**src/rtl/fifo_arb_pkg.sv**
```systemverilog
// fifo_arb_pkg: shared types, size codes and byte-count helper for the FIFO write-port arbiter.
package fifo_arb_pkg;

    typedef enum logic [1:0] {RUN, DRAIN, DONE, HOLD} arb_state_t;

    localparam logic [1:0] SZ_1B = 2'b00;
    localparam logic [1:0] SZ_2B = 2'b01;
    localparam logic [1:0] SZ_4B = 2'b10;
    localparam logic [1:0] SZ_8B = 2'b11;

    function automatic logic [3:0] size_to_bytes(input logic [1:0] size);
        return 4'd1 << size;
    endfunction

endpackage

```
**src/rtl/fifo_port_arbiter_rr.sv**
```systemverilog
// rr_arbiter: one-hot round-robin grant, first eligible index at or after ptr.
//   eligible : per-requester eligibility
//   ptr      : index with highest priority this cycle
//   gnt      : one-hot grant, zero when nothing is eligible
module rr_arbiter #(
    parameter int NUM_REQ = 4,
    localparam int PW = $clog2(NUM_REQ)
) (
    input  logic [NUM_REQ-1:0] eligible,
    input  logic [PW-1:0]      ptr,
    output logic [NUM_REQ-1:0] gnt
);
    logic [2*NUM_REQ-1:0] dbl, dbl_gnt;
    logic [NUM_REQ-1:0]   rot, rot_gnt;

    // Rotate so ptr sits at bit 0, isolate lowest set bit, rotate back.
    always_comb begin
        dbl     = {eligible, eligible} >> ptr;
        rot     = dbl[NUM_REQ-1:0];
        rot_gnt = rot & (-rot);
        dbl_gnt = {rot_gnt, rot_gnt} << ptr;
        gnt     = dbl_gnt[2*NUM_REQ-1:NUM_REQ];
    end
endmodule

```
**src/rtl/fifo_port_arbiter.sv**
```systemverilog
// fifo_port_arbiter: round-robin sharing of a byte-packed FIFO write port with exact occupancy and drain.
//   clock, reset_n          : rising-edge clock, async active-low reset
//   req/req_size/req_data   : per-producer write request, size code and data
//   gnt                     : combinational one-hot grant
//   rd_ready, drain         : consumer ready, drain request
//   fifo_w_en/size/data     : registered FIFO write port
//   fifo_r_en               : registered 4-byte read strobe
//   level                   : registered byte occupancy
//   drain_done              : one-cycle pulse on drain completion
module fifo_port_arbiter
    import fifo_arb_pkg::*;
#(
    parameter int NUM_REQ     = 4,
    parameter int DEPTH_BYTES = 256,
    parameter int LVL_W       = 9
) (
    input  logic                  clock,
    input  logic                  reset_n,
    input  logic [NUM_REQ-1:0]    req,
    input  logic [2*NUM_REQ-1:0]  req_size,
    input  logic [64*NUM_REQ-1:0] req_data,
    output logic [NUM_REQ-1:0]    gnt,
    input  logic                  rd_ready,
    input  logic                  drain,
    output logic                  fifo_w_en,
    output logic [1:0]            fifo_size,
    output logic [63:0]           fifo_data,
    output logic                  fifo_r_en,
    output logic [LVL_W-1:0]      level,
    output logic                  drain_done
);
    localparam int PW  = $clog2(NUM_REQ);
    localparam int LW1 = LVL_W + 1;
    localparam logic [LVL_W:0] CAP = LW1'(DEPTH_BYTES);

    arb_state_t          state, state_nx;
    logic [PW-1:0]       ptr, win;
    logic [NUM_REQ-1:0]  eligible;
    logic [1:0]          win_size;
    logic [63:0]         win_data;
    logic                accept, rd_issue;

    // Capacity check uses the registered level only; a same-cycle read frees nothing.
    always_comb begin
        eligible = '0;
        for (int i = 0; i < NUM_REQ; i++)
            eligible[i] = req[i] && state == RUN &&
                          ({1'b0, level} + LW1'(size_to_bytes(req_size[2*i +: 2])) <= CAP);
    end

    rr_arbiter #(.NUM_REQ(NUM_REQ)) u_arb (
        .eligible (eligible),
        .ptr      (ptr),
        .gnt      (gnt)
    );

    always_comb begin
        win      = '0;
        win_size = '0;
        win_data = '0;
        for (int i = 0; i < NUM_REQ; i++)
            if (gnt[i]) begin
                win      = PW'(i);
                win_size = req_size[2*i +: 2];
                win_data = req_data[64*i +: 64];
            end
    end

    assign accept     = |gnt;
    assign rd_issue   = (state == DRAIN || rd_ready) && level >= LVL_W'(4);
    assign drain_done = state == DONE;

    // DRAIN waits for the last issued read to retire before declaring completion.
    always_comb begin
        state_nx = state;
        case (state)
            RUN:     state_nx = drain ? DRAIN : RUN;
            DRAIN:   state_nx = (level < LVL_W'(4) && !fifo_r_en) ? DONE : DRAIN;
            DONE:    state_nx = drain ? HOLD : RUN;
            default: state_nx = drain ? HOLD : RUN;
        endcase
    end

    always_ff @(posedge clock or negedge reset_n) begin
        if (!reset_n) begin
            state     <= RUN;
            ptr       <= '0;
            fifo_w_en <= 1'b0;
            fifo_size <= '0;
            fifo_data <= '0;
            fifo_r_en <= 1'b0;
            level     <= '0;
        end else begin
            state     <= state_nx;
            fifo_w_en <= accept;
            fifo_r_en <= rd_issue;
            level     <= level + (accept ? LVL_W'(size_to_bytes(win_size)) : '0)
                               - (rd_issue ? LVL_W'(4) : '0);
            if (accept) begin
                fifo_size <= win_size;
                fifo_data <= win_data;
                ptr       <= (win == PW'(NUM_REQ - 1)) ? '0 : win + PW'(1);
            end
        end
    end

    always_ff @(posedge clock)
        if (reset_n) assert ({1'b0, level} <= CAP);

endmodule

```
**config.mk**
```make
export PLATFORM = sky130hd
export DESIGN_NAME = fifo_port_arbiter
export DESIGN_NICKNAME = d
export VERILOG_FILES = /design/src/rtl/fifo_arb_pkg.sv /design/src/rtl/fifo_port_arbiter_rr.sv /design/src/rtl/fifo_port_arbiter.sv
export SDC_FILE = /design/constraint.sdc
export NUM_CORES = 1
export LEC_CHECK = 0
export ABC_AREA = 1
export CAP_MARGIN = 20
export CORE_MARGIN = 5
export CORE_UTILIZATION = 41
export CTS_BUF_LIST = sky130_fd_sc_hd__clkbuf_8
export CTS_CLUSTER_DIAMETER = 200
export CTS_CLUSTER_SIZE = 10
export DETAILED_ROUTE_END_ITERATION = 16
export PLACE_DENSITY = 0.93
export SYNTH_ARGS = -nofsm -noshare
export SYNTH_HDL_FRONTEND = slang
export SYNTH_HIERARCHICAL = 1
export SYNTH_SLANG_ARGS = --single-unit
```
**constraint.sdc**
```tcl
create_clock -name clock -period 6.1 [get_ports clock]
set_input_delay 1.525 -clock clock [delete_from_list [all_inputs] [get_ports clock]]
set_output_delay 1.525 -clock clock [all_outputs]
set_load 0.01 [all_outputs]
```
* Yosys cells after proc, flatten, opt, wreduce, memory -nomap -nowiden
Cells that the tools add are included.
Storage, ports and cells: output and inout bits 82, bits of input ports 272, flip-flop bits (word level) 81
Operators by class: $lt $le $gt $ge 6, equality and inequality tests 3, add/sub/neg operators 8, muxes and demuxes 18, reduce and logical (&&, ||, !) cells 14, bitwise operators 1, shift-type cells 7
Operators by type and width (count):
- 64-bit two-way mux | 4
- 9-bit by 4-bit adder with 10-bit output | 4
- 10-bit by 9-bit less-or-equal comparator with 1-bit output (second input constant) | 4
- 1-bit by 2-bit left shift with 4-bit output (first input constant) | 5
- 2-bit two-way mux | 9
- 1-bit logical AND | 10
- 9-bit by 4-bit adder with 9-bit output | 1
- 9-bit by 3-bit greater-or-equal comparator with 1-bit output (second input constant) | 1
- 9-bit by 3-bit less-than comparator with 1-bit output (second input constant) | 1
- 9-bit by 3-bit subtractor with 9-bit output | 1
- 8-bit by 2-bit left shift with 8-bit output | 1
- 8-bit by 2-bit right shift with 4-bit output | 1
- 4-bit bitwise AND | 1
- 2-bit == test (second input constant) | 2
- 4-bit two-way mux | 1
- 4-bit negator | 1
- 2-bit case mux with 2 select lines | 1
- 4-bit OR reduction | 1
- 3-bit two-way mux | 1
- 2-bit by 1-bit adder with 2-bit output (second input constant) | 1
- 2-bit by 1-bit == test with 1-bit output (second input constant) | 1
- 2-bit logical NOT | 1
- 1-bit two-way mux | 2
- 1-bit logical NOT | 1
- 1-bit logical OR | 1

* Longest topological paths before layout
word-level depth 16, gate-level depth with buffers 38, gate-level depth less buffers 38

* Cells and area by module
Netlist, hierarchy kept.
Modules (own cells, without submodules):
- fifo_port_arbiter | area each 6324.8 um^2, cells each 906, times used 1
- rr_arbiter | area each 271.5 um^2, cells each 51, times used 1

* Least setup slack after synthesis
Ideal clock, no wire load.
kind input to register, start point input port req_size[1], end point register level[6], setup time 0.079 ns, data required time 6.021 ns, cell stages on the path 32, data arrival time 5.728 ns, slack 0.293 ns, cells stage by stage nor2_1 -> ha_1 -> inv_1 -> fa_1 -> or2_0 -> a21oi_1 -> nand2_1 -> nor2_1 -> nand3_1 -> a21oi_1 -> nand2_1 -> nand2_1 -> nand2_1 -> nand2_1 -> nand2_1 -> o21ai_1 -> nand3_1 -> nand2_1 -> nor2_1 -> buf_2 -> a31oi_1 -> a21oi_2 -> inv_2 -> nand2_1 -> fa_1 -> inv_1 -> ha_1 -> nand2_1 -> o21ai_1 -> a21oi_1 -> o21ai_1 -> xor2_1
Between the ends: elaborated cells between the ends (all ways) 17
RTL lines:
- start: declaration | RTL line fifo_port_arbiter.sv:20 | input logic [2*NUM_REQ-1:0] req_size,
- 1-bit by 2-bit left shift with 4-bit output * | RTL line fifo_arb_pkg.sv:12 | return 4'd1 << size;
- 9-bit by 4-bit adder with 10-bit output * | RTL line fifo_port_arbiter.sv:48 | ({1'b0, level} + LW1'(size_to_bytes(req_size[2*i +: 2])) <= CAP);
- 10-bit by 9-bit less-or-equal comparator with 1-bit output * | RTL line fifo_port_arbiter.sv:48
- 1-bit logical AND * | RTL line fifo_port_arbiter.sv:47 | eligible[i] = req[i] && state == RUN &&
- net eligible[0] | RTL line fifo_port_arbiter.sv:38 | logic [NUM_REQ-1:0] eligible;
- 8-bit by 2-bit right shift with 4-bit output * | RTL line fifo_port_arbiter_rr.sv:18 | dbl = {eligible, eligible} >> ptr;
- 4-bit negator | RTL line fifo_port_arbiter_rr.sv:20 | rot_gnt = rot & (-rot);
- 4-bit bitwise AND * | RTL line fifo_port_arbiter_rr.sv:20
- 8-bit by 2-bit left shift with 8-bit output * | RTL line fifo_port_arbiter_rr.sv:21 | dbl_gnt = {rot_gnt, rot_gnt} << ptr;
- net gnt[1] | RTL line fifo_port_arbiter.sv:22 | output logic [NUM_REQ-1:0] gnt,
- 2-bit two-way mux (3 in a row) | RTL line fifo_port_arbiter.sv:62 | if (gnt[i]) begin
- 1-bit by 2-bit left shift with 4-bit output | RTL line fifo_arb_pkg.sv:12
- 4-bit two-way mux * | RTL line fifo_port_arbiter.sv:97 | level <= level + (accept ? LVL_W'(size_to_bytes(win_size)) : '0)
- 9-bit by 4-bit adder with 9-bit output * | RTL line fifo_port_arbiter.sv:97
- 9-bit by 3-bit subtractor with 9-bit output * | RTL line fifo_port_arbiter.sv:98 | - (rd_issue ? LVL_W'(4) : '0);
- end signal: assignment | RTL line fifo_port_arbiter.sv:97
- end: declaration | RTL line fifo_port_arbiter.sv:29 | output logic [LVL_W-1:0] level,
Mark *: on every way through the listed nets, which the timed path passes. The rest lies on a longest branch. A chain may end at the register's enable or synchronous reset.

* Worst setup path after layout
start point input port req_size[1], end point output port gnt[1]
Between the ends: longest elaborated chain between the ends 8
Ends and longest elaborated chain (RTL line):
- 1-bit by 2-bit left shift with 4-bit output * | fifo_arb_pkg.sv:12
- 9-bit by 4-bit adder with 10-bit output * | fifo_port_arbiter.sv:48
- 10-bit by 9-bit less-or-equal comparator with 1-bit output * | fifo_port_arbiter.sv:48
- 1-bit logical AND * | fifo_port_arbiter.sv:47
- net eligible[0] | fifo_port_arbiter.sv:38
- 8-bit by 2-bit right shift with 4-bit output * | fifo_port_arbiter_rr.sv:18
- 4-bit negator | fifo_port_arbiter_rr.sv:20
- 4-bit bitwise AND * | fifo_port_arbiter_rr.sv:20
- 8-bit by 2-bit left shift with 8-bit output * | fifo_port_arbiter_rr.sv:21
- end: declaration | fifo_port_arbiter.sv:22
Marks and branches as above.

==> results <==
- The critical setup path kind is in -> out.
- In this run the horizontal extent of the chip is 137 um.
- The via count of the routed design is 8499.
- The worst hold margin is 539 ps.
- Clock tree synthesis inserted a total of 9 buffers.
- Counting I/O delays and the setup requirement, the final critical path takes 6110 ps.
- For this run, the total global-route usage over all layers was measured as 0.285.
- The area of the die is 0.0187 mm2.
- Wires add up to 29.1 mm.
- The via-per-instance ratio is 5.49.
- The sequential fraction of the synthesis area is 0.307.
- The height of the die is 137 um.
- For this run, the number of Yosys warnings is 6.
- The count of buffers from port buffering is 353.
- Counting tap cells, the placed design contains a total of 1516 instances.
- The number of antenna diodes in the final layout is 0.
- The number of endpoints with negative hold slack in the final report is 0.
- The standard-cell row count is 46.
- The number of distinct library cell variants in the gate-level netlist after synthesis is 37.
- The root buffer cell is clkbuf_8.
- The maximum cell stage delay along the critical path is 350 ps.
- On the final layout, the worst clock skew is 15.7 ps.
- The worst setup path is launched from an input port.
- The number of non-filler instances in the completed layout is 1549.
- The maximum fanout encountered on the critical timing path is 5.
- The final routed DRC violation total is 0.
- The number of filler instances in the final layout is 1231.
- The maximum buffer depth of the clock tree is 2.
- The count of boundary I/O pins is 354.
- For this design, the sink count on the clock tree is 81.
- After layout, the design draws a total of 7360 uW.
- Entering global routing, the biggest net connects 73 pins.
- The initial utilization of the core area, before any placement, comes to 0.417.
- Based on the critical path, the design can be clocked at up to 164 MHz.
- The critical path endpoint category is an output pin.
- The final number of setup-violating endpoints is 1.
- From synthesis to final layout, the design area changed by 66.4%.
- Synthesis handed over a netlist of 957 instances.
- Power spread over the standard cell area amounts to 671 mW/mm2.
- The peak supply drop is 0.517 mV.
- For the pin with the worst max-slew slack, the measured transition is 798 ps.
- The class of the tightest hold or removal check is reg -> reg.
- The reported max-cap violation count is 0.
- The first-pass iteration count of the detailed router is 5.
- The core area is 0.0158 mm2.
- The leakage component of the power is 0.00510 uW.
- In the final routed layout, each cell accounts on average for 18.8 um.
- In the final layout, the share of cells above drive strength 1 is 0.122.
- For this design, the CTS-stage hold fixing added 0 buffers.
- The first global-routing pass estimated 41.9 mm of wire.
- The total overflow reported by the global router is 0.
- The clock tree synthesis step divided the H-tree into 3 levels.
- The number of slew-limit violations in the final report is 0.
- The slowest stage of the critical path belongs to the cell fa_2.
- The latest clock arrival within the worst-skew pair is 360 ps.
- The number of global-route vias before repair came to 8098.
- For the worst setup path, the data required time is 4580 ps.
- For this block, the initial DRC count from the detailed router was 694.
- The worst-case headroom to the max-slew limit is 0.468.
- Counting flops and latches in the post-synthesis netlist gives 81.
- The clock slew at the register clock pins of the worst setup and hold paths is 80 ps.
- TritonCTS built the clock tree.
- In the finished design, the share of the clock period the worst path needs comes to 1.00.
- The minimum setup slack in the final design is -12.2 ps.
- The critical path goes through dlygate4sd2_1, nor2_1, ha_2, inv_1, fa_2, or2_4, a21oi_2, nand2_1, nor2_1, nand3_1, a21oi_2, nand2_2, nand2_1, nand2_1, nand2_1, nand2_2, o21ai_2, nand3_1, nand2_2, buf_4, buf_4, buf_2.
- The post-synthesis instance area is 0.00660 mm2.
- The average instance area after synthesis is 6.89 um2.
- The checks that failed: setup timing.
- The HPWL after detailed placement is 21.5 mm.
- At the end of routability-driven placement, the weighted congestion stood at 0.959.
- The net count of the finished layout is 1640.
- For the worst setup path, the data arrival time is 4590 ps.
- The flow ran to the end, but the final reports show violations.
- Setup repair after global routing could not meet its margin everywhere.
- Counting every net in the synthesized netlist gives 1269.
- The most numerous cell type found on the critical path is nand2_1.
- The initial antenna violation count is 0.
- The detail route stage leaves a number of antenna-violating nets equal to 0.
- The final sum of negative setup slack is -12.2 ps.
==> registers in the layout (all words and copies together), names as in the netlist <==
register and count:
fifo_data 64, level 9, fifo_size 2, ptr 2, state 2, fifo_r_en 1, fifo_w_en 1
==> synth_stat cells (all sizes together) <==
master,n,share of area
a21oi,18,0.015
dfrtp,81,0.31
fa,5,0.015
a31oi,67,0.064
o311a,1,0.0015
o211ai,5,0.0057
xor2,9,0.012
o221ai,1,0.0013
a22oi,1,0.0011
a221oi,2,0.0027
buf,48,0.045
o21bai,1,0.0011
nand2,173,0.10
nand3,164,0.13
clkbuf,12,0.0068
o21ai,16,0.012
xnor2,2,0.0027
ha,35,0.066
inv,137,0.078
nand3b,1,0.0011
o31ai,3,0.0034
and3b,1,0.0013
nand4,6,0.0066
o22ai,63,0.060
nor4,1,0.00095
a21o,1,0.0011
nor2,102,0.058
or2,1,0.00095
==> placed cells by master (no fill, tap or decap), types with 17 or more instances in the layout <==
master	n
inv_1	124
buf_4	68
nand2_1	153
dfrtp_1	81
o22ai_1	63
ha_1	30
clkdlybuf4s50_1	340
nand3_1	153
nor2_1	99
a31oi_1	66
nand2_2	17
==> worst paths after layout <==
kind | from | end | slack, ps | cells past startpoint
max in group asynchronous | reset_n | fifo_data[25]$_DFFE_PN0P_ | 3970 | 2
min | state[1]$_DFF_PN0_ | state[1]$_DFF_PN0_ | 540 | 2
max | req_size[1] | gnt[1] | -10 | 22
min reg2reg | state[1]$_DFF_PN0_ | state[1]$_DFF_PN0_ | 540 | 2
max reg2reg | level[1]$_DFF_PN0_ | level[6]$_DFF_PN0_ | 680 | 33
min in group asynchronous | reset_n | fifo_r_en$_DFF_PN0_ | 1100 | 1
==> layout make-up <==
class,instances,area [um2],area share
tap,216,270,0.0246
timing repair buffer,420,4030,0.368
inverter,137,524,0.0478
clock inverter,6,35.0,0.00319
multi-input combinational,679,3950,0.360
clock buffer,10,138,0.0125
sequential,81,2030,0.185
==> metrics by stage <==
step	utilization	setup WS, ps	cell area (um2)
after floorplan	-	293	6600
after global placement	0.661	-357	10500
after detailed placement	0.661	-678	10500
after CTS	0.677	15.0	10700
after global routing	0.693	-140	11000
final	0.693	-12.2	11000
==> critical path: cells and delay by family <==
kind	cells	cell delay [ps]
simple gates	12	1330
compound gates	3	500
buf+inv	5	700
fa+ha+maj	2	540
==> logic make-up after synthesis <==
kind of cell | after synthesis | synth area share
AOI/OAI and AO/OA | 179 | 0.168
buffers and inverters | 197 | 0.130
and+or+nand+nor | 449 | 0.298
xor gates and xnor gates | 11 | 0.0146
DFF | 81 | 0.307
adders and majority gates | 40 | 0.0816
==> what timing repair did <==
action | 4_1_cts | 5_1_grt
pin swaps | 10 | 43
buffers inserted | 6 | 11
setup endpoints to repair | 10 | 11
endpoints found under the hold margin | 0 | 0
resized for setup | 33 | 58
==> power by group <==
group	total, uW	switching, uW	internal [uW]
sequential	1150	260	890
clock	368	212	156
combinational	5840	3360	2480
==> routing by layer <==
metal	vias up	global-route usage	share of wire
met5	-	0	0
met4	0	0.137	0.044
met3	102	0.0776	0.11
met2	496	0.466	0.48
met1	3935	0.348	0.37
li1	3966	-	-
Note: power is estimated with default switching activity, not from simulation.
